[src/rtl/gpu_line_raster.sv]
// gpu_line_raster: Bresenham line rasteriser writing pixels straight into SRAM.
// Define GPU_CLEAR_EN to add the I_CLR_REQ full-framebuffer clear command.
module gpu_line_raster #(
  parameter int SCREEN_W = 640,
  parameter int SCREEN_H = 400,
  parameter int COORD_W  = 10,
  parameter int ADDR_W   = 18,
  parameter int COLOR_W  = 16
) (
  input  logic               I_CLK,
  input  logic               I_RST_N,
  input  logic               I_VIDEO_ON,
`ifdef GPU_CLEAR_EN
  input  logic               I_CLR_REQ,
`endif
  input  logic               I_CMD_VALID,
  output logic               O_CMD_READY,
  input  logic [COORD_W-1:0] I_X0,
  input  logic [COORD_W-1:0] I_Y0,
  input  logic [COORD_W-1:0] I_X1,
  input  logic [COORD_W-1:0] I_Y1,
  input  logic [COLOR_W-1:0] I_COLOR,
  output logic [ADDR_W-1:0]  O_GPU_ADDR,
  output logic [COLOR_W-1:0] O_GPU_DATA,
  output logic               O_GPU_WRITE,
  output logic               O_GPU_READ,
  output logic               O_BUSY,
  output logic               O_DONE,
  output logic [15:0]        O_PIX_COUNT
);

  localparam int CW = COORD_W + 2;

  localparam logic signed [CW-1:0] P1  = CW'(1);
  localparam logic signed [CW-1:0] M1  = '1;
  localparam logic signed [CW-1:0] W_S = CW'(SCREEN_W);
  localparam logic signed [CW-1:0] H_S = CW'(SCREEN_H);
  localparam logic [ADDR_W-1:0]    W_A = ADDR_W'(SCREEN_W);

  typedef enum logic [1:0] {
    S_IDLE,
    S_SETUP,
    S_DRAW,
    S_CLEAR
  } state_e;

  state_e state_q, state_d;

  logic signed [CW-1:0] x_q, x_d, y_q, y_d;
  logic signed [CW-1:0] x1_q, x1_d, y1_q, y1_d;
  logic signed [CW-1:0] dx_q, dx_d, dy_q, dy_d;
  logic signed [CW-1:0] sx_q, sx_d, sy_q, sy_d;
  logic signed [CW-1:0] err_q, err_d;

  logic [COLOR_W-1:0] col_q, col_d;
  logic [ADDR_W-1:0]  addr_q, addr_d;
  logic [COLOR_W-1:0] data_q, data_d;
  logic               wr_q, wr_d;
  logic               done_q, done_d;
  logic [15:0]        cnt_q, cnt_d;

`ifdef GPU_CLEAR_EN
  localparam logic [ADDR_W-1:0] CLR_LAST = ADDR_W'(SCREEN_W * SCREEN_H - 1);
  logic [ADDR_W-1:0] clr_q, clr_d;
`endif

  logic signed [CW-1:0] e2;
  logic                 inb;
  logic                 last;
  logic [ADDR_W-1:0]    pix_addr;

  assign e2   = err_q <<< 1;
  assign inb  = (x_q < W_S) && (y_q < H_S);
  assign last = (x_q == x1_q) && (y_q == y1_q);

  // Row-major address; clipped pixels never reach the bus.
  assign pix_addr = ADDR_W'(y_q[COORD_W-1:0]) * W_A
                  + ADDR_W'(x_q[COORD_W-1:0]);

  always_comb begin
    state_d = state_q;
    x_d     = x_q;
    y_d     = y_q;
    x1_d    = x1_q;
    y1_d    = y1_q;
    dx_d    = dx_q;
    dy_d    = dy_q;
    sx_d    = sx_q;
    sy_d    = sy_q;
    err_d   = err_q;
    col_d   = col_q;
    addr_d  = addr_q;
    data_d  = data_q;
    wr_d    = 1'b0;
    done_d  = 1'b0;
    cnt_d   = cnt_q;
`ifdef GPU_CLEAR_EN
    clr_d   = clr_q;
`endif

    unique case (state_q)
      S_IDLE: begin
`ifdef GPU_CLEAR_EN
        if (I_CLR_REQ) begin
          state_d = S_CLEAR;
          col_d   = I_COLOR;
          clr_d   = '0;
        end else if (I_CMD_VALID) begin
`else
        if (I_CMD_VALID) begin
`endif
          state_d = S_SETUP;
          x_d     = {2'b00, I_X0};
          y_d     = {2'b00, I_Y0};
          x1_d    = {2'b00, I_X1};
          y1_d    = {2'b00, I_Y1};
          col_d   = I_COLOR;
        end
      end

      S_SETUP: begin
        dx_d    = (x1_q >= x_q) ? x1_q - x_q : x_q - x1_q;
        dy_d    = (y1_q >= y_q) ? y_q - y1_q : y1_q - y_q;
        sx_d    = (x1_q >= x_q) ? P1 : M1;
        sy_d    = (y1_q >= y_q) ? P1 : M1;
        err_d   = dx_d + dy_d;
        state_d = S_DRAW;
      end

      S_DRAW: begin
        if (!I_VIDEO_ON) begin
          wr_d   = inb;
          addr_d = pix_addr;
          data_d = col_q;
          cnt_d  = cnt_q + 16'(inb);
          if (last) begin
            state_d = S_IDLE;
            done_d  = 1'b1;
          end else begin
            if (e2 >= dy_q) begin
              err_d = err_d + dy_q;
              x_d   = x_q + sx_q;
            end
            if (e2 <= dx_q) begin
              err_d = err_d + dx_q;
              y_d   = y_q + sy_q;
            end
          end
        end
      end

`ifdef GPU_CLEAR_EN
      S_CLEAR: begin
        if (!I_VIDEO_ON) begin
          wr_d   = 1'b1;
          addr_d = clr_q;
          data_d = col_q;
          cnt_d  = cnt_q + 16'd1;
          if (clr_q == CLR_LAST) begin
            state_d = S_IDLE;
            done_d  = 1'b1;
          end else begin
            clr_d = clr_q + ADDR_W'(1);
          end
        end
      end
`endif

      default: state_d = S_IDLE;
    endcase
  end

  always_ff @(posedge I_CLK or negedge I_RST_N) begin
    if (!I_RST_N) begin
      state_q <= S_IDLE;
      x_q     <= '0;
      y_q     <= '0;
      x1_q    <= '0;
      y1_q    <= '0;
      dx_q    <= '0;
      dy_q    <= '0;
      sx_q    <= '0;
      sy_q    <= '0;
      err_q   <= '0;
      col_q   <= '0;
      addr_q  <= '0;
      data_q  <= '0;
      wr_q    <= 1'b0;
      done_q  <= 1'b0;
      cnt_q   <= '0;
`ifdef GPU_CLEAR_EN
      clr_q   <= '0;
`endif
    end else begin
      state_q <= state_d;
      x_q     <= x_d;
      y_q     <= y_d;
      x1_q    <= x1_d;
      y1_q    <= y1_d;
      dx_q    <= dx_d;
      dy_q    <= dy_d;
      sx_q    <= sx_d;
      sy_q    <= sy_d;
      err_q   <= err_d;
      col_q   <= col_d;
      addr_q  <= addr_d;
      data_q  <= data_d;
      wr_q    <= wr_d;
      done_q  <= done_d;
      cnt_q   <= cnt_d;
`ifdef GPU_CLEAR_EN
      clr_q   <= clr_d;
`endif
    end
  end

  assign O_CMD_READY = (state_q == S_IDLE);
  assign O_BUSY      = (state_q != S_IDLE);
  assign O_GPU_ADDR  = addr_q;
  assign O_GPU_DATA  = data_q;
  assign O_GPU_WRITE = wr_q;
  assign O_GPU_READ  = 1'b0;
  assign O_DONE      = done_q;
  assign O_PIX_COUNT = cnt_q;

endmodule
[config.mk]
export PLATFORM = sky130hd
export DESIGN_NAME = gpu_line_raster
export DESIGN_NICKNAME = d
export VERILOG_FILES = /design/src/rtl/gpu_line_raster.sv
export SDC_FILE = /design/constraint.sdc
export NUM_CORES = 1
export LEC_CHECK = 0
export ABC_AREA = 1
export CAP_MARGIN = 10
export CORE_MARGIN = 3
export CORE_UTILIZATION = 30
export CTS_BUF_LIST = sky130_fd_sc_hd__clkbuf_2 sky130_fd_sc_hd__clkbuf_4 sky130_fd_sc_hd__clkbuf_8
export CTS_CLUSTER_DIAMETER = 200
export DETAILED_ROUTE_END_ITERATION = 7
export GPL_TIMING_DRIVEN = 0
export PLACE_DENSITY = 0.46
export SLEW_MARGIN = 25
export SYNTH_ARGS = -nofsm -noshare
export SYNTH_HDL_FRONTEND = slang
export SYNTH_SLANG_ARGS = --single-unit
export TNS_END_PERCENT = 1
[constraint.sdc]
create_clock -name I_CLK -period 4.61 [get_ports I_CLK]
set_input_delay 0.6915 -clock I_CLK [delete_from_list [all_inputs] [get_ports I_CLK]]
set_output_delay 0.6915 -clock I_CLK [all_outputs]
set_load 0.005 [all_outputs]
[After elaboration in Yosys (flattened, before gate mapping)]
Index checks and enable logic that the tools add are counted.
Word-level totals
  register bits after elaboration: 174
  bits in latches: 0
  RAM bits: 0
  bits in read-only memories: 0
  bits of input ports: 60
  output and inout port bits: 55
  word-level logic and storage cells: 88
  memories kept: 0
Operators by class
  add/sub/neg operators: 11
  multipliers: 1
  div/mod/pow operators: 0
  order comparisons: 6
  eq/ne operators: 10
  shift-type cells: 0
  muxes and demuxes: 31
  bitwise operators: 1
  reductions and logical operators: 12
Operators by type and width (number)
  two-way mux 12 bit: 19
  case mux 12 bit (2 select lines): 3
  adder 12 bit: 5
  equality test 12 x 11 -> 1 bit: 2
  >= comparator 11 x 12 -> 1 bit: 2
  subtractor 11 x 12 -> 12 bit: 2
  subtractor 12 x 11 -> 12 bit: 2
  adder 18 x 10 -> 18 bit: 1
  adder 16 x 1 -> 16 bit: 1
  >= comparator 12 bit: 1
  less-or-equal comparator 12 bit: 1
  less-than comparator 12 x 10 -> 1 bit, second input constant: 1
  less-than comparator 12 x 11 -> 1 bit, second input constant: 1
  inequality test 2 bit, second input constant: 6
  multiplier 10 x 3 -> 11 bit, second input constant: 1
  AND reduction 5 bit: 2
  two-way mux 2 bit: 3
  case mux 2 bit (3 select lines): 1
  AND reduction 3 bit: 2
  nonzero test 2 bit: 3
  two-way mux 1 bit: 5
  AND reduction 2 bit: 2
  equality test 2 x 1 -> 1 bit, second input constant: 1
  equality test 2 bit, second input constant: 1
  other kinds (3): 4

[Depth between registers and ports, before layout]
Gate-level depths: netlist (run 1).
  depth in word-level cells: 10
  gate-level depth with buffers: 27
  depth with buffers taken out: 26

[Least setup slack after synthesis (run 1)]
No wires, ideal clock.
  kind: register -> register
  start point: reg y_q[1]
  end point: reg err_q[7]
  library setup time: 0.077 ns
  data arrival time: 3.474 ns
  required time: 4.533 ns
  slack: 1.058 ns
  cell stages (with the launch flop): 25
  buffers on the path: 1
  cells stage by stage: dfrtp_1 > inv_1 > fa_1 > nand3_1 > nand3_1 > nand2_1 > nand3_1 > nor2_1 > buf_2 > nand2_1 > o21ai_0 > xor2_1 > inv_1 > ha_1 > a21oi_1 > nand2_1 > a21oi_1 > nor2_1 > o21ai_0 > nand2_1 > nand2_1 > nand2_1 > o21ai_0 > inv_1 > a21oi_1
On the way
  cells in the longest elaborated chain, start to end: 4
  elaborated cells on any way between the ends: 10
  those cells by class: 3 x add/sub; 1 x order compare; 2 x eq/ne; 2 x mux; 2 x reduce/logical
RTL lines
  start: declaration: RTL line 49  | logic signed [CW-1:0] x_q, x_d, y_q, y_d;
  start signal: assignment: RTL line 197  | y_q <= y_d;
  subtractor 11 x 12 -> 12 bit (tied with other cells): RTL line 123  | dy_d = (y1_q >= y_q) ? y_q - y1_q : y1_q - y_q;
  two-way mux 12 bit or logical AND 1 bit (tied branches): RTL line 123, 74
  adder 12 bit or inequality test 2 bit (tied branches)
  case mux 12 bit (2 select lines) or AND reduction 3 bit (tied branches)
  end signal: assignment: RTL line 204  | err_q <= err_d;
  end: declaration: RTL line 53  | logic signed [CW-1:0] err_q, err_d;
Several ways; a longest one is shown, not always the timed one.
A chain may end at the register's enable or synchronous reset.

[Worst setup path in the final report (run 1)]
  start point: reg y_q[4]
  end point: reg err_q[7]
The elaborated chain is that of the path after synthesis.

==> results_dict.tcl, run 1 <==
set metrics [dict create \
    synth_xor_xnor_area_share_pct 5.120 \
    drt_pass1_iterations 5 \
    vias 11290 \
    viasPerCell 4.784 \
    synth.area.mux_share_pct 0.2438 \
    tritoncts "yes" \
    slowest_delay_ns 0.53 \
    r2r_end "err_q[7]" \
    synth_top_area_share_pct 30.88 \
    yosysTopAreaCell "dfrtp_1" \
    synth-simple-area-share_pct 23.64 \
    antenna_found_initial 2 \
    place_congestion 0.8968 \
    grt_pass1_wl_um 63020 \
    avgRoutedWirePerCell_um 16.87 \
    fp.coreArea_um2 40190 \
    rr_startpoint "y_q[4]" \
    drv_slew 0 \
    status "complete, no violations" \
    yosysMostFrequentCell "nand2_1" \
    cp-end-kind "register" \
    finalNetCount 2028 \
    rr_worst_depth 25 \
    final_layout_size_suffix_gt1_share_pct 6.267 \
    grt_pass1_vias 11360 \
    clk_pin_slew_worst_paths_ns 0.11 \
    grt_max_degree 81 \
    max_cap_viol_count 0 \
    ys_seq_area_share_pct 30.88 \
    die_h_um 208.6 \
    track_usage_pct 18.25 \
    initial_core_util_pct 30.65 \
    antenna_cells 0 \
    netlist_area_um2 12320 \
    fin_cells 2360 \
    async_flop_share_pct 100.0 \
    dpl.cell_count 2325 \
    synth-main-ff-cell "dfrtp_1" \
    synth_compound_area_share_pct 15.55 \
    post-dp-hpwl_um 31850 \
    synth_nets 1890 \
    critPathArrivalTime_ns 4.63 \
    synth.cells.most_frequent "457 x nand2_1, 225 x inv_1, 152 x dfrtp_1" \
    fin_crit_sh_pct 91.89 \
    syn_inst 1685 \
    min_period_ns 4.236 \
    fin_skew_ns 0.02532 \
    synth.avg_cell_area_um2 7.310 \
    max_clock_freq_ghz 0.2361 \
    io_pins 115 \
    hold_viol_final 0 \
    finalSetupTns_ns 0 \
    drc 0 \
    cts_buffers 17 \
    cp_common_cell "nand2_1" \
    crit_required_ns 5.00 \
    ctsHoldBuffers 0 \
    wl_um 39800 \
    fillers 4315 \
    setup_violations 0 \
    die_w_um 208.6 \
    critPathSlowestCell "dfrtp_1" \
    synth_fa_ha_area_share_pct 15.40 \
    cts_sinks 152 \
    numPortBuffers 113 \
    ys_ff_latch 152 \
    ant_nets 0 \
    synth_top_family_by_area "simple AND/OR/NAND/NOR gates" \
    htreeDepth 4 \
    tightest_slew_ns 0.9858 \
    clockBufferDepth 2 \
    rsz0062_at_grt "no" \
    syn2layout_area_growth_pct 18.62 \
    dieArea_um2 43520 \
    drt_iter0_markers 576 \
    postLayoutCoreUtil_pct 36.35 \
    slew_headroom_pct 34.28 \
    crit_fanout 10 \
    yosys-top-cells-area "dfrtp_1 31%, nand2_1 14%, ha_1 14%" \
    synth_edf_count 0 \
    clk_latency_ns 0.48 \
    hp-class "input pin to asynchronous set/reset pin" \
    rows 73 \
    synth_cell_types 58 \
    holdWs_ns 0.1956 \
    yosys_warnings 0 \
    clockRootBuffer "clkbuf_8" \
    ff2ff_setup_slack_ns 0.37 \
    overflow 0 \
    criticalPathCategory "register to register" \
    startpoint_type "register" \
]
==> sequential cells by signal, summed over array words and instances (netlist names), 12 cells and up <==
register	count
col_q	16
dx_q	12
O_PIX_COUNT	16
y_q	12
O_GPU_ADDR	18
x_q	12
O_GPU_DATA	16
dy_q	12
==> cells by family after synthesis <==
family,after synthesis
AND/OR/NAND/NOR,702
AO/OA/AOI/OAI,335
flip-flops,152
buffers and inverters,275
adder cells (fa/ha/maj),145
XOR/XNOR,72
other,1
multiplexers,3
==> critical path: cells and delay by family (launching register included) <==
family	cells	cell delay, ns
AND/OR/NAND/NOR	11	0.85
adder cells (fa/ha/maj)	2	0.79
buffers and inverters	5	0.61
AO/OA/AOI/OAI	6	1.11
flip-flops	1	0.53
XOR/XNOR	1	0.24
==> cell usage in the layout, fill, tap and decap left out, types with 16 or more instances in the layout <==
cell	instances
nand4_1	16
nand2_1	457
xor2_1	48
xnor2_1	24
a31oi_1	16
ha_1	132
nor2_1	109
clkdlybuf4s50_1	112
o21ai_0	137
a21oi_1	112
clkbuf_1	21
inv_1	224
clkbuf_8	20
dfrtp_1	143
nand3_1	75
==> timing repair <==
| action | CTS | global route |
|---|---|---|
| gates resized for setup | 0 | 15 |
| hold endpoints to repair | 0 | 0 |
| endpoints found under the setup margin | 0 | 5 |
| setup buffers | 0 | 4 |
==> metrics by stage <==
stage	worst slack [ns]	instance area (um2)
6_report	0.3740	14610
5_1_grt	0.0007856	14610
4_1_cts	0.09918	14550
3_5_place_dp	0.1584	14160
3_3_place_gp	-4.240	14100
2_1_floorplan	1.058	12320
==> layout make-up <==
cell class	instances	area (um2)	area share, %
buffer	43	249.0	1.704
clock buffer	19	255.2	1.747
clock inverter	12	132.6	0.9078
inverter	232	882.1	6.037
multi-input combinational	1258	7398	50.64
sequential	152	3815	26.11
tap	525	656.9	4.496
timing repair buffer	119	1221	8.358
==> layer usage <==
layer / track usage, % / wire [um] / part of all wire (%) / vias up
met1: 24.93 / 19260 / 48 / 5341
met5: 0 / 11 / 0.028 / -
met2: 30.57 / 18590 / 47 / 165
met3: 3.183 / 1426 / 3.6 / 31
met4: 3.580 / 516 / 1.3 / 2
li1: - / - / - / 5752
==> how the worst max path moves through the flow <==
stage	cells past startpoint	start	to	slack (ns)
6_report	25	y_q[4]	err_q[7]	0.37
3_3_place_gp	1	I_RST_N	O_PIX_COUNT[13]	-4.24
3_5_place_dp	24	y_q[1]	err_q[7]	0.16
4_1_cts	24	y_q[1]	err_q[7]	0.1
5_1_grt	27	y_q[5]	err_q[7]	0.0008
2_1_floorplan	24	y_q[1]	err_q[7]	1.06
Power of run 1 is not shown: default switching activity piles up to over one toggle a cycle in this logic, so the estimate is an artifact.
==> inputs of run 2 (changes only) <==
ABC_AREA = unset   (was 1)
==> results_dict.tcl, run 2 <==
set metrics [dict create \
    status "complete, no violations" \
    peakVddDrop_mv 0.1746 \
    synth_top_family_by_area "compound AO/OA/AOI/OAI gates" \
    drt_iter0_markers 432 \
    yosysTopAreaCell "dfrtp_1" \
    netlist_area_um2 11490 \
    slew_headroom_pct 45.18 \
    critPathSlowestCell "or4_1" \
    syn2layout_area_growth_pct 21.72 \
    crit_fanout 7 \
    yosysMostFrequentCell "nand2_1" \
    synth.avg_cell_area_um2 8.593 \
    synth_edf_count 0 \
    drt-met1-wl_um 16430 \
    dieArea_um2 40680 \
    crit_required_ns 4.97 \
    fin_crit_sh_pct 96.62 \
    ant_nets 0 \
    wl_met3_um 1687 \
    multiInputGateArea_um2 7194 \
    fillers 3930 \
    routed.top_layer "met5" \
    post-dp-hpwl_um 28100 \
    viasPerCell 5.010 \
    drt_pass1_iterations 5 \
    clockBufferDepth 2 \
    avgRoutedWirePerCell_um 17.94 \
    clockRootBuffer "clkbuf_8" \
    overflow 0 \
    ff2ff_setup_slack_ns 0.16 \
    synth_top_area_share_pct 33.11 \
    place_congestion 0.8673 \
    fp.coreArea_um2 37670 \
    drc 0 \
    synth_nets 1542 \
    startpoint_type "register" \
    ctsHoldBuffers 0 \
    criticalPathCategory "register to register" \
    antenna_cells 0 \
    syn_inst 1337 \
    power_density_nw_per_um2 257.8 \
    slowest_delay_ns 0.52 \
    p_total_w 0.003605 \
    cp-end-kind "register" \
    initial_core_util_pct 30.50 \
    leakagePower_nw 6.276 \
    synth-main-ff-cell "dfrtp_1" \
    rr_worst_depth 17 \
    layout_common_cells "188 x nand2_1, 143 x dfrtp_1, 134 x ha_1" \
    grt_max_degree 84 \
    ys_ff_latch 152 \
    r2r_end "err_q[9]" \
    htreeDepth 4 \
    cts_buffers 17 \
    critPathArrivalTime_ns 4.81 \
    max_cap_viol_count 0 \
    yosys_warnings 0 \
    drv_slew 0 \
    path_cells "inv_1, ha_1, clkbuf_1, a21oi_1, a22oi_1, o21ai_1, buf_4, buf_4, mux2i_1, a31oi_1, xnor2_2, ha_1, a21oi_1, o21ai_2, and4b_1, or4_1, o311a_1" \
    synth_cell_types 71 \
    rr_startpoint "y_q[8]" \
    grt_pass1_wl_um 56960 \
    tritoncts "yes" \
    dpl_cell_area_um2 13290 \
    numPortBuffers 113 \
    max_clock_freq_ghz 0.2245 \
    async_flop_share_pct 100.0 \
    synth_fa_ha_area_share_pct 16.51 \
    antenna_found_initial 1 \
    fin_skew_ns 0.01201 \
    hp-class "input pin to asynchronous set/reset pin" \
    final_layout_size_suffix_gt1_share_pct 8.768 \
    die_h_um 201.7 \
    clk_latency_ns 0.47 \
    io_pins 115 \
    clk_pin_slew_worst_paths_ns 0.09 \
    dpl.cell_count 1962 \
    synth.area.mux_share_pct 4.291 \
    yosys-top-cells-area "dfrtp_1 33%, ha_1 15%, nand2_1 6.1%" \
    synth_xor_xnor_area_share_pct 6.219 \
    route.met2.wl_um 17350 \
    cts_sinks 152 \
    mostFrequentLayoutCell "nand2_1" \
    final_area_um2 13980 \
    synth.cells.most_frequent "188 x nand2_1, 152 x dfrtp_1, 134 x ha_1, 134 x o21ai_0, 113 x inv_1" \
    track_usage_pct 17.70 \
    seqCellArea_um2 3815 \
    min_period_ns 4.454 \
    finalNetCount 1686 \
    hold_viol_final 0 \
    synth-simple-area-share_pct 15.96 \
    grt_pass1_vias 10140 \
    fin_cells 2005 \
    ys_seq_area_share_pct 33.11 \
    wl_um 35960 \
    setup_violations 0 \
    synth_compound_area_share_pct 18.34 \
    largest_reg_flops 18 \
    tightest_slew_ns 0.8193 \
    die_w_um 201.7 \
    vias 10050 \
    rows 71 \
]
[run 2: layout make-up]
class	instances	area share, %
clock inverters	11	1.038
well taps	511	4.572
repair buffers	126	8.966
multi-input cells	1021	51.45
inverters	113	3.033
flip-flops and latches	152	27.28
plain buffers	50	1.637
clock buffers	21	2.022
[run 2: repair_timing]
action | CTS | global route
buffers inserted | 6 | 6
resized for setup | 23 | 23
setup endpoints to repair | 5 | 3
pin swaps | 4 | 8
[run 2: report_power, final]
group          switching [W]  total (W)  internal, W
Clock               0.000560    0.00114     0.000585
Combinational       0.000536   0.000992     0.000456
Sequential         0.0000729    0.00147      0.00140
Total                0.00117    0.00360      0.00244
[run 2: per-stage QoR]
stage          setup TNS (ns)  hold WS, ns  setup WS (ns)  utilization, %
4_1_cts            -0.0008065       0.1714     -0.0008065           36.80
3_5_place_dp           -2.686       0.4555         -1.049           35.29
2_1_floorplan               0       0.3959         0.1051               -
6_report                    0       0.1780         0.1559           37.12
5_1_grt              -0.04164       0.1942       -0.02366           37.12
3_3_place_gp          -608.07       0.4453         -4.010           35.20
[run 2: worst max path at each step]
stage	start	end	cells after the start
global placement	I_RST_N	err_q[0]	1
detailed placement	dy_q[1]	err_q[10]	19
CTS	dy_q[1]	err_q[10]	19
finish	y_q[8]	err_q[9]	17
floorplan	dy_q[1]	err_q[10]	19
global route	dy_q[1]	err_q[10]	19
[run 2: metal layers]
metal,vias up,GRT usage [%]
met5,-,0
met4,2,3.563
met3,26,3.689
met2,176,30.64
met1,4873,22.95
li1,4969,-
[run 2: cells by family (layout without fill, tap and decap cells)]
group           after synthesis  after routing
mux                          46             46
xor+xnor                     80             80
fa+ha+maj                   145            145
simple gates                401            401
flops                       152            152
other cells                   1              1
buf+inv                     164            321
compound gates              348            348
[run 2: critical path, delay by kind of cell, from the launching register on]
kind	cells	cell delay [ns]
compound gates	7	1.23
xor+xnor	1	0.30
fa+ha+maj	2	0.62
buf+inv	4	0.74
flops	1	0.49
mux	1	0.23
simple gates	2	0.73
Power figures use the tool's default switching activity.
==> inputs of run 3 (changes only) <==
==> constraint.sdc (replaced) <==
create_clock -name I_CLK -period 4.61 [get_ports I_CLK]
set_input_delay 0.6915 -clock I_CLK [delete_from_list [all_inputs] [get_ports I_CLK]]
set_output_delay 0.6915 -clock I_CLK [all_outputs]
set_load 0.1 [all_outputs]
==> results of run 3 <==
Same layout as run 2 (identical final DEF). Status: complete, no violations.
Main changes from that run: total power 0.003605 W -> 0.003913 W; worst IR drop on VDD 0.1746 mV -> 0.1982 mV
